==> config.mk <==
export PLATFORM = sky130hd
export DESIGN_NAME = pipelined_adder
export DESIGN_NICKNAME = d
export VERILOG_FILES = /design/src/rtl/pipelined_adder.sv
export SDC_FILE = /design/constraint.sdc
export NUM_CORES = 1
export LEC_CHECK = 0
export CAP_MARGIN = 10
export CORE_AREA = 3 3 58 60
export CTS_BUF_LIST = sky130_fd_sc_hd__clkbuf_4 sky130_fd_sc_hd__clkbuf_8 sky130_fd_sc_hd__clkbuf_16
export DETAILED_ROUTE_END_ITERATION = 8
export DIE_AREA = 0 0 61 63
export GPL_TIMING_DRIVEN = 0
export PLACE_DENSITY = 0.85
export SLEW_MARGIN = 10
export SYNTH_ARGS = -nofsm -noshare
export SYNTH_HDL_FRONTEND = slang
export SYNTH_SLANG_ARGS = --single-unit
==> constraint.sdc <==
create_clock -name clk -period 2.1 [get_ports clk]
set_input_delay 0.42 -clock clk [delete_from_list [all_inputs] [get_ports clk]]
set_output_delay 0.42 -clock clk [all_outputs]
set_load 0.02 [all_outputs]
==> src/rtl/pipelined_adder.sv <==
// Pipelined ripple-carry adder/subtractor with valid/ready on both sides.
// Each pipeline stage resolves one SEG-bit carry segment.
module pipelined_adder #(
  parameter int WIDTH  = 8,
  parameter int STAGES = 2
) (
  input  logic             clk,
  input  logic             rst_n,
  input  logic             in_valid,
  output logic             in_ready,
  input  logic [WIDTH-1:0] a,
  input  logic [WIDTH-1:0] b,
  input  logic             c,
  input  logic             sub,
  output logic             out_valid,
  input  logic             out_ready,
  output logic [WIDTH-1:0] s,
  output logic             cout,
  output logic             ovf
);
  localparam int SEG  = WIDTH / STAGES;
  localparam int LAST = STAGES - 1;

  typedef logic [WIDTH-1:0] word_t;

  logic [STAGES-1:0] v;
  logic [STAGES-1:0] free;
  logic [STAGES-1:0] src_v;
  logic [STAGES-1:0] cy_q;
  logic [STAGES-1:0] cy_n;
  word_t             a_q [STAGES];
  word_t             b_q [STAGES];
  word_t             s_q [STAGES];
  word_t             a_n [STAGES];
  word_t             b_n [STAGES];
  word_t             s_n [STAGES];

  // A stage is free when empty or when its occupant moves on this cycle;
  // the chain runs from out_ready backwards so bubbles collapse under stall.
  always_comb begin : flow
    logic down_free;
    down_free = out_ready;
    free      = '0;
    for (int k = STAGES - 1; k >= 0; k--) begin
      free[k]   = !v[k] || down_free;
      down_free = free[k];
    end
  end

  always_comb begin : datapath
    logic [SEG:0] seg_sum;
    src_v    = '0;
    cy_n     = '0;
    src_v[0] = in_valid;
    a_n[0]   = a;
    b_n[0]   = sub ? ~b : b;
    s_n[0]   = '0;
    // cin' = sub ? ~c : c
    seg_sum  = {1'b0, a[SEG-1:0]} + {1'b0, b_n[0][SEG-1:0]} + {{SEG{1'b0}}, sub ^ c};
    s_n[0][SEG-1:0] = seg_sum[SEG-1:0];
    cy_n[0]  = seg_sum[SEG];
    for (int k = 1; k < STAGES; k++) begin
      src_v[k] = v[k-1];
      a_n[k]   = a_q[k-1];
      b_n[k]   = b_q[k-1];
      s_n[k]   = s_q[k-1];
      seg_sum  = {1'b0, a_q[k-1][k*SEG +: SEG]} + {1'b0, b_q[k-1][k*SEG +: SEG]}
               + {{SEG{1'b0}}, cy_q[k-1]};
      s_n[k][k*SEG +: SEG] = seg_sum[SEG-1:0];
      cy_n[k]  = seg_sum[SEG];
    end
  end

  // Operand registers carry the full word; bits below the resolved segment
  // are never read and are trimmed by synthesis.
  always_ff @(posedge clk or negedge rst_n) begin
    if (!rst_n) begin
      v    <= '0;
      cy_q <= '0;
      for (int k = 0; k < STAGES; k++) begin
        a_q[k] <= '0;
        b_q[k] <= '0;
        s_q[k] <= '0;
      end
    end else begin
      for (int k = 0; k < STAGES; k++) begin
        if (free[k]) begin
          v[k] <= src_v[k];
          if (src_v[k]) begin
            a_q[k]  <= a_n[k];
            b_q[k]  <= b_n[k];
            s_q[k]  <= s_n[k];
            cy_q[k] <= cy_n[k];
          end
        end
      end
    end
  end

  assign in_ready  = free[0];
  assign out_valid = v[LAST];
  assign s         = s_q[LAST];
  assign cout      = cy_q[LAST];
  assign ovf       = (a_q[LAST][WIDTH-1] == b_q[LAST][WIDTH-1]) &&
                     (s_q[LAST][WIDTH-1] != a_q[LAST][WIDTH-1]);

endmodule
==> results of run 1 <==
==> registers in the layout, indices dropped and copies added (netlist names) <==
| signal | count |
|---|---|
| b_q | 1 |
| cy_q | 2 |
| b_n | 4 |
| a_q | 1 |
| s | 8 |
| s_n | 4 |
| v | 2 |
| a_n | 4 |
==> synthesized netlist by cell type <==
| cell | number |
|---|---|
| o21ai_0 | 2 |
| o31ai_1 | 2 |
| a21oi_1 | 5 |
| a21boi_0 | 2 |
| xor2_1 | 9 |
| mux2_2 | 10 |
| nand3b_4 | 1 |
| nand2_4 | 1 |
| nand2b_1 | 2 |
| buf_12 | 1 |
| a21o_1 | 1 |
| fa_1 | 4 |
| mux2_4 | 8 |
| or2b_1 | 1 |
| nand3_1 | 2 |
| ha_1 | 6 |
| a41oi_1 | 1 |
| nor2_1 | 1 |
| a21bo_2 | 2 |
| nor2b_1 | 1 |
| dfrtp_1 | 26 |
| and3b_1 | 2 |
| a31oi_1 | 1 |
| inv_1 | 5 |
| nand2_1 | 2 |
| buf_2 | 1 |
| nand2_2 | 1 |
| mux2i_1 | 2 |
| xnor2_1 | 2 |
==> logic make-up after synthesis <==
group / synth area share [%]
AND/OR/NAND/NOR: 7.28
adder cells (fa/ha/maj): 11.0
flip-flops: 46.2
buffers and inverters: 3.11
multiplexers: 17.9
AO/OA/AOI/OAI: 7.64
XOR/XNOR: 6.84
==> final timing paths <==
| check | cells past startpoint | endpoint |
|---|---|---|
| min reg2reg | 1 | s[3] |
| max reg2reg | 6 | cy_q[1] |
| max in group asynchronous | 1 | a_n[7] |
| max | 7 | cy_q[0] |
| min | 1 | s[7] |
| min in group clk | 1 | s[3] |
==> power by group through the flow <==
stage / combinational (mW) / clock, mW / sequential (mW)
2_1_floorplan: 0.358 / 0 / 0.837
3_3_place_gp: 0.732 / 0 / 0.746
3_5_place_dp: 0.764 / 0 / 0.756
4_1_cts: 0.766 / 0.262 / 0.746
5_1_grt: 0.819 / 0.279 / 0.769
6_report: 0.755 / 0.251 / 0.743
==> cell type report <==
type | count | area, um2 | share of cell area [%]
inverters | 5 | 18.8 | 1.04
well taps | 33 | 41.3 | 2.28
flip-flops and latches | 26 | 651 | 36.0
multi-input cells | 71 | 719 | 39.8
repair buffers | 32 | 317 | 17.5
plain buffers | 2 | 25.0 | 1.38
clock buffers | 4 | 36.3 | 2.01
==> routing by layer <==
metal | global-route usage (%) | vias up | wire [um]
li1 | - | 433 | -
met1 | 19.2 | 460 | 1070
met2 | 26.7 | 25 | 1370
met3 | 2.89 | 6 | 114
met4 | 8.67 | 0 | 58
met5 | 0 | - | 0
==> repair_timing <==
action                                  in CTS  in global routing
buffers inserted                             0                  0
hold buffers                                 0                  0
endpoints found under the setup margin       1                  2
gates resized for setup                      1                  2
pin swaps                                    0                  0
==> per-stage QoR <==
stage	util, %	cell area (um2)	instances	TNS (ns)	setup WS [ns]
3_3_place_gp	59.5	1770	169	-0.688	-0.283
3_5_place_dp	59.5	1770	169	-0.791	-0.311
5_1_grt	60.7	1810	173	-0.00123	-0.00123
6_report	60.7	1810	173	0	0.118
2_1_floorplan	-	1410	104	0	0.0141
4_1_cts	60.7	1810	173	0	0.0464
==> run summary, run 1 <==
Detailed Routing Iterations Pass 1: 3
register area share after synthesis: 46.2%
CTS tree: done
synthesis-to-layout area growth: 28.3%
synthesized area: 1410 um2
WHS: 0.0686 ns
P_sw: 0.572 mW
final hold vios: 0
clock-pin slew on the worst setup and hold paths: 0.14 ns
initial DRC count: 37
initial antenna violation count: 0
drc violations: 0
worst-path fanout max: 2
Combinational Power Share: 43.2%
Synth area leaders: dfrtp_1, mux2_4, mux2_2
clock power share: 14.4%
most frequent cells in the layout: clkdlybuf4s50_1, dfrtp_1, mux2_2, xor2_1, mux2_4
Initial Utilization: 47.3%
Reg power frac: 42.5%
largest area contributor in the netlist: dfrtp_1
Critical Path AT: 2.20 ns
share of cells above drive strength 1: 22.9%
RR Startpoint: cy_q[0]
drt total wl: 2610 um
pin count of the biggest net entering global routing: 27
critical path endpoint category: flop
crit share post-route: 94.4%
top-area cell type share of the netlist area: 46.2%
final setup violation count: 0
Vias/cell: 5.34
syn_nets: 136
Slowest cell on crit path: clkdlybuf4s50_1
CP Class: in2reg
die area: 3840 um2
detailed-placement wirelength estimate: 2040 um
register bit count reported by yosys: 26
Max IR drop VDD: 0.345 mV
routed len/inst: 15.1 um
synth warn: 0
Clock Latency Late Sink: 0.33 ns
Worst path max stage delay: 0.42 ns
grt total ovfl: 0
Final nets: 173
CTS Sinks: 26
post-synthesis instance total: 104
RSZ-0062 raised after global routing: yes
most common cell after layout, fill and taps aside: clkdlybuf4s50_1
min-delay worst type: in2async
first-pass GRT wire length: 4590 um
number of global-route vias before repair: 1005
Synth cell types: 29
slew at the pin closest to its max-slew limit: 0.574 ns
gr usage total: 16.2%
CP required: 2.31 ns
H-tree levels: 1
vias: 924
slew margin rel.: 61.7%
worst-path cell chain: clkdlybuf4s50_1, xor2_1, fa_2, fa_2, a21o_1, a21oi_1, a31oi_1
Clock Skew: 0.00621 ns
Int Pwr: 1.18 mW
Die Span X: 61 um
startpoint types: input pin
CP Buf/Inv Count: 1
worst-case clock buffer depth: 2
fillers: 242
delay-heaviest family, CP: adder cells
Die Ht: 63 um
cell mode on critical path: fa_2
post-route ant nets: 0
run status: finished clean
internal reg-to-reg setup slack: 0.40 ns
# Max-Cap Violations: 0
f_max: 504 MHz
# rows: 20
# IOs: 34
Leak: 0.831 nW
Mean Syn Cell Area: 13.5 um2
post-route minimum period: 1.98 ns
Num CTS Buffers: 3
PortBufs: 32
final slew viol count: 0
ant diodes: 0
core area: 2980 um2
Pwr Total: 1.75 mW
sw frac: 32.7%
GPL Wtd Cong: 0.741
Critical path origin: b[0]
CTS Root Cell: clkbuf_4
pwr/cell area: 968 nW/um2
No activity file was read; power rests on OpenSTA's default activity.
==> run 2, diff against run 1 <==
- GPL_TIMING_DRIVEN: 0 -> default
==> run summary, run 2 (synthesis results as in run 1) <==
run status: finished clean
post-place instance area: 1800 um2 (+1.3%)
worst-case clock buffer depth: 2 (unchanged)
final instance area: 1840 um2 (+1.5%)
GRT busiest layer: met2
Die Span X: 61 um (unchanged)
detailed-placement wirelength estimate: 2080 um (+1.7%)
# IOs: 34 (unchanged)
first-pass GRT wire length: 4330 um (-5.6%)
clock-pin slew on the worst setup and hold paths: 0.14 ns (about the same)
Worst path max stage delay: 0.60 ns (+0.18 ns)
post-route ant nets: 0 (unchanged)
multi-input logic area: 719 um2 (unchanged)
final hold vios: 0 (unchanged)
slew margin rel.: 78.6% (+17 points)
cell mode on critical path: clkdlybuf4s50_1
synthesis-to-layout area growth: 30.3%
final core occ: 61.6% (+0.92 points)
fillers: 253 (+4.5%)
Detailed Routing Iterations Pass 1: 6 (+3)
# Max-Cap Violations: 0 (unchanged)
ant diodes: 0 (unchanged)
RSZ-0062 raised after global routing: no
max reg flops: 8 (unchanged)
CP Buf/Inv Count: 2 (+1)
worst-path fanout max: 2 (unchanged)
pin count of the biggest net entering global routing: 27 (unchanged)
PortBufs: 33 (+3.1%)
Leak: 0.847 nW (+1.9%)
Clock Skew: 0.00609 ns (-0.000117 ns)
worst-path cell chain: clkdlybuf4s50_1, nand3b_4, clkdlybuf4s50_1
CTS Sinks: 26 (unchanged)
register area: 651 um2 (unchanged)
Critical path origin: out_ready
worst r2r path cells: 6 (unchanged)
GPL Wtd Cong: 0.806 (+8.8%)
final setup TNS: 0 ns (unchanged)
gr usage total: 14.8% (-1.3 points)
Initial Utilization: 47.3% (unchanged)
# rows: 20 (unchanged)
Worst Setup EP: in_ready
CTS Root Cell: clkbuf_4
min-delay worst type: in2async
slew at the pin closest to its max-slew limit: 0.321 ns (-0.253 ns)
final setup violation count: 0 (unchanged)
Clock Latency Late Sink: 0.31 ns (-0.02 ns)
f_max: 487 MHz (-3.5%)
most frequent cells in the layout: clkdlybuf4s50_1, dfrtp_1, mux2_2, xor2_1, mux2_4
pwr/cell area: 953 nW/um2 (-1.5%)
H-tree levels: 1 (unchanged)
initial DRC count: 24 (-35%)
number of global-route vias before repair: 987 (-1.8%)
non-filler instance count after layout: 177 (+2.3%)
RR Startpoint: cy_q[0]
CP Class: in2out
die area: 3840 um2 (unchanged)
GR Util met2: 26.2% (-0.53 points)
grt met3 use: 2.48% (-0.41 points)
share of cells above drive strength 1: 23.6% (+0.75 points)
startpoint types: input pin
critical path endpoint category: primary output
met1 GRT Util: 18.0% (-1.3 points)
Max IR drop VDD: 0.438 mV (+27%)
WP depth: 3 (-4)
RR Endpoint: cy_q[1]
final slew viol count: 0 (unchanged)
crit share post-route: 97.8% (+3.4 points)
CTS tree: done
post-route minimum period: 2.05 ns (+0.0717 ns)
placed insts: 173 (+2.4%)
delay-heaviest family, CP: buffers and inverters
initial antenna violation count: 0 (unchanged)
vias: 942 (+1.9%)
Final nets: 177 (+2.3%)
Critical Path AT: 1.63 ns (-0.57 ns)
internal reg-to-reg setup slack: 0.41 ns (about the same)
routed len/inst: 14.5 um (-4.3%)
CP required: 1.68 ns (-0.63 ns)
grt total ovfl: 0 (unchanged)
Num CTS Buffers: 3 (unchanged)
core area: 2980 um2 (unchanged)
Vias/cell: 5.32 (-0.36%)
Slowest cell on crit path: clkdlybuf4s50_1
drt total wl: 2560 um (-2.1%)
hold buffer count at CTS: 0 (unchanged)
drc violations: 0 (unchanged)
WHS: 0.453 ns (+0.385 ns)
most common cell after layout, fill and taps aside: clkdlybuf4s50_1
Die Ht: 63 um (unchanged)
[run 2: metal layers]
| metal | vias to the layer above | share of wire (%) |
|---|---|---|
| met1 | 471 | 40 |
| met3 | 2 | 5.2 |
| met5 | - | 0 |
| met2 | 29 | 54 |
| li1 | 440 | - |
| met4 | 0 | 0.66 |
[run 2: final cells by class]
| class | count | share of cell area (%) |
|---|---|---|
| clock buffer | 4 | 1.98 |
| tap | 33 | 2.25 |
| sequential | 26 | 35.4 |
| inverter | 5 | 1.02 |
| timing repair buffer | 38 | 20.1 |
| multi-input combinational | 71 | 39.2 |
[run 2: how the worst min path moves through the flow]
stage,startpoint,endpoint,slack [ns],cells past startpoint
detailed placement,s[2],s[2],0.50,1
global placement,s_n[3],s[3],0.48,1
CTS,rst_n,b_q[7],0.47,2
finish,rst_n,b_q[7],0.45,2
floorplan,rst_n,a_n[4],0.12,0
global route,rst_n,b_q[7],0.47,2
[run 2: timing repair]
action	in CTS	in global routing
pin swaps	0	0
setup endpoints to repair	3	2
buffers inserted	0	0
gates resized for setup	1	2
[run 2: stage by stage]
| step | setup slack, ns | power [mW] |
|---|---|---|
| detailed placement | -0.433 | 1.53 |
| CTS | 0.0481 | 1.77 |
| finish | 0.0458 | 1.75 |
| global route | 0.0103 | 1.87 |
| floorplan | 0.0141 | 1.20 |
| global placement | -0.364 | 1.48 |
[run 2: power by group]
| group | internal (mW) | total, mW | switching [mW] |
|---|---|---|---|
| Sequential | 0.650 | 0.745 | 0.0953 |
| Combinational | 0.426 | 0.758 | 0.331 |
| Clock | 0.106 | 0.247 | 0.141 |
| Total | 1.18 | 1.75 | 0.568 |
==> run 3, diff against run 2 <==
- CORE_AREA: 3 3 58 60 -> 3 3 59 61
- DIE_AREA: 0 0 61 63 -> 0 0 62 64
- PLACE_DENSITY: 0.85 -> 0.83
- RECOVER_POWER: default -> 50
- SLEW_MARGIN: 10 -> default
==> run summary, run 3 (synthesis results as in run 1) <==
Worst Hold Path Cells: 1
critical path endpoint category: primary output
Final Worst Setup Slack: 0.0438 ns (-0.00193 ns)
Num CTS Buffers: 3 (unchanged)
Max IR drop VDD: 0.288 mV (-34%)
number of global-route vias before repair: 973 (-1.4%)
pwr/cell area: 929 nW/um2 (-2.5%)
worst r2r path cells: 4 (-2)
GPL Wtd Cong: 0.768 (-4.8%)
Slowest cell on crit path: clkdlybuf4s50_1
met1 GRT Util: 18.5% (+0.57 points)
Vias/cell: 4.99 (-6.2%)
Clock Skew: 0.00485 ns (-0.00124 ns)
RSZ-0062 raised after global routing: no
final setup TNS: 0 ns (unchanged)
CP Buf/Inv Count: 2 (unchanged)
# IOs: 34 (unchanged)
most common cell after layout, fill and taps aside: clkdlybuf4s50_1
CTS Root Cell: clkbuf_4
Worst path max stage delay: 0.60 ns (about the same)
# rows: 20 (unchanged)
Leak: 0.821 nW (-3.1%)
DP Worst Slack: -0.407 ns (+0.0257 ns)
# Post-CTS Setup Buffers: 0 (unchanged)
CP Class: in2out
# Max-Cap Violations: 0 (unchanged)
pin count of the biggest net entering global routing: 27 (unchanged)
slew at the pin closest to its max-slew limit: 1.40 ns (+1.08 ns)
CTS tree: done
startpoint types: input pin
CP required: 1.68 ns (about the same)
delay-heaviest family, CP: buffers and inverters
WHS: 0.524 ns (+0.0706 ns)
worst-case clock buffer depth: 2 (unchanged)
final slew viol count: 0 (unchanged)
post-route minimum period: 2.06 ns (+0.00193 ns)
min-delay src: s[0]
GRT busiest layer: met2
routed len/inst: 13.4 um (-7.3%)
Worst Hold End: s[0]
share of cells above drive strength 1: 19.7% (-3.9 points)
cell mode on critical path: clkdlybuf4s50_1
grt met3 use: 1.41% (-1.1 points)
PortBufs: 33 (unchanged)
gr usage total: 14.1% (-0.74 points)
GR Util met2: 23.1% (-3.1 points)
Clock Latency Late Sink: 0.31 ns (about the same)
most frequent cells in the layout: clkdlybuf4s50_1, dfrtp_1, mux2_2, xor2_1, mux2_4
H-tree levels: 1 (unchanged)
clock-pin slew on the worst setup and hold paths: 0.13 ns (about the same)
drc violations: 0 (unchanged)
first-pass GRT wire length: 4240 um (-2.1%)
worst-path fanout max: 2 (unchanged)
Die Span X: 62 um (+1.6%)
detailed-placement wirelength estimate: 2010 um (-3.4%)
RR Endpoint: b_n[4]
post-route ant nets: 0 (unchanged)
Die Ht: 64 um (+1.6%)
ant diodes: 0 (unchanged)
RR Startpoint: v[0]
Critical Path AT: 1.64 ns (about the same)
final hold vios: 0 (unchanged)
die area: 3970 um2 (+3.3%)
slew margin rel.: 6.41% (-72 points)
drt total wl: 2490 um (-2.6%)
Initial Utilization: 46.5% (-0.78 points)
min-delay worst type: reg2reg
core area: 3030 um2 (+1.7%)
CTS Sinks: 26 (unchanged)
worst-path cell chain: clkdlybuf4s50_1, nand3b_4, clkdlybuf4s50_1
crit share post-route: 97.9% (about the same)
vias: 929 (-1.4%)
initial antenna violation count: 0 (unchanged)
internal reg-to-reg setup slack: 0.25 ns (-0.16 ns)
grt total ovfl: 0 (unchanged)
Pwr Total: 1.68 mW (-3.9%)
initial DRC count: 30 (+25%)
run status: finished clean
synthesis-to-layout area growth: 28.4%
Detailed Routing Iterations Pass 1: 4 (-2)
Final nets: 176 (-0.56%)
final setup violation count: 0 (unchanged)
max reg flops: 8 (unchanged)
f_max: 486 MHz (about the same)
-- run 3: changes by cell type in the layout (fill, tap and decap cells not counted) --
cell / change
clkdlybuf4s50_1: -1
clkbuf_1: +2
clkbuf_8: -1
nand2_1: +1
nand2_4: -1
mux2_4: -1
dlygate4sd3_1: +1
buf_4: -3
mux2_1: +1
-- run 3: worst max path at each step --
stage	from	endpoint	slack (ns)	cells past startpoint
after floorplan	sub	s_n[2]	0.01	6
after global placement	sub	cy_q[0]	-0.35	7
after detailed placement	sub	s_n[2]	-0.41	6
after CTS	out_ready	in_ready	0.04	3
after global routing	out_ready	in_ready	0.005	3
final	out_ready	in_ready	0.04	3
-- run 3: cell type report --
type / instances / area [um2]
well taps: 44 / 55.1
inverters: 5 / 18.8
repair buffers: 37 / 354
fillers: 267 / 1220
clock buffers: 3 / 22.5
flip-flops and latches: 26 / 651
multi-input cells: 71 / 708
-- run 3: where the power goes --
part / switching, mW / total, mW / internal [mW]
clock network: 0.135 / 0.202 / 0.0669
logic: 0.323 / 0.737 / 0.414
registers: 0.0938 / 0.743 / 0.650
total: 0.551 / 1.68 / 1.13
-- run 3: metal layers --
metal  vias to the layer above  part of all wire [%]
li1                        438                     -
met1                       465                    43
met2                        24                    52
met3                         2                   4.3
met4                         0                   1.2
met5                         -                     0
-- run 3: metrics by stage --
stage          area [um2]  util (%)  std cells
2_1_floorplan        1410         -        104
3_3_place_gp         1800      59.5        183
3_5_place_dp         1800      59.5        183
4_1_cts              1820      60.2        186
5_1_grt              1810      59.8        186
6_report             1810      59.8        186
-- run 3: worst register-to-register path: stages, from the launching register on --
cell,delay (ns)
dfrtp_1,0.49
nand3b_4,0.12
clkbuf_1,0.22
nand2_1,0.44
mux2_1,0.47
-- run 3: what timing repair did --
item,in CTS,in global routing
endpoints found under the setup margin,2,2
hold buffers,0,0
gates resized for setup,1,2
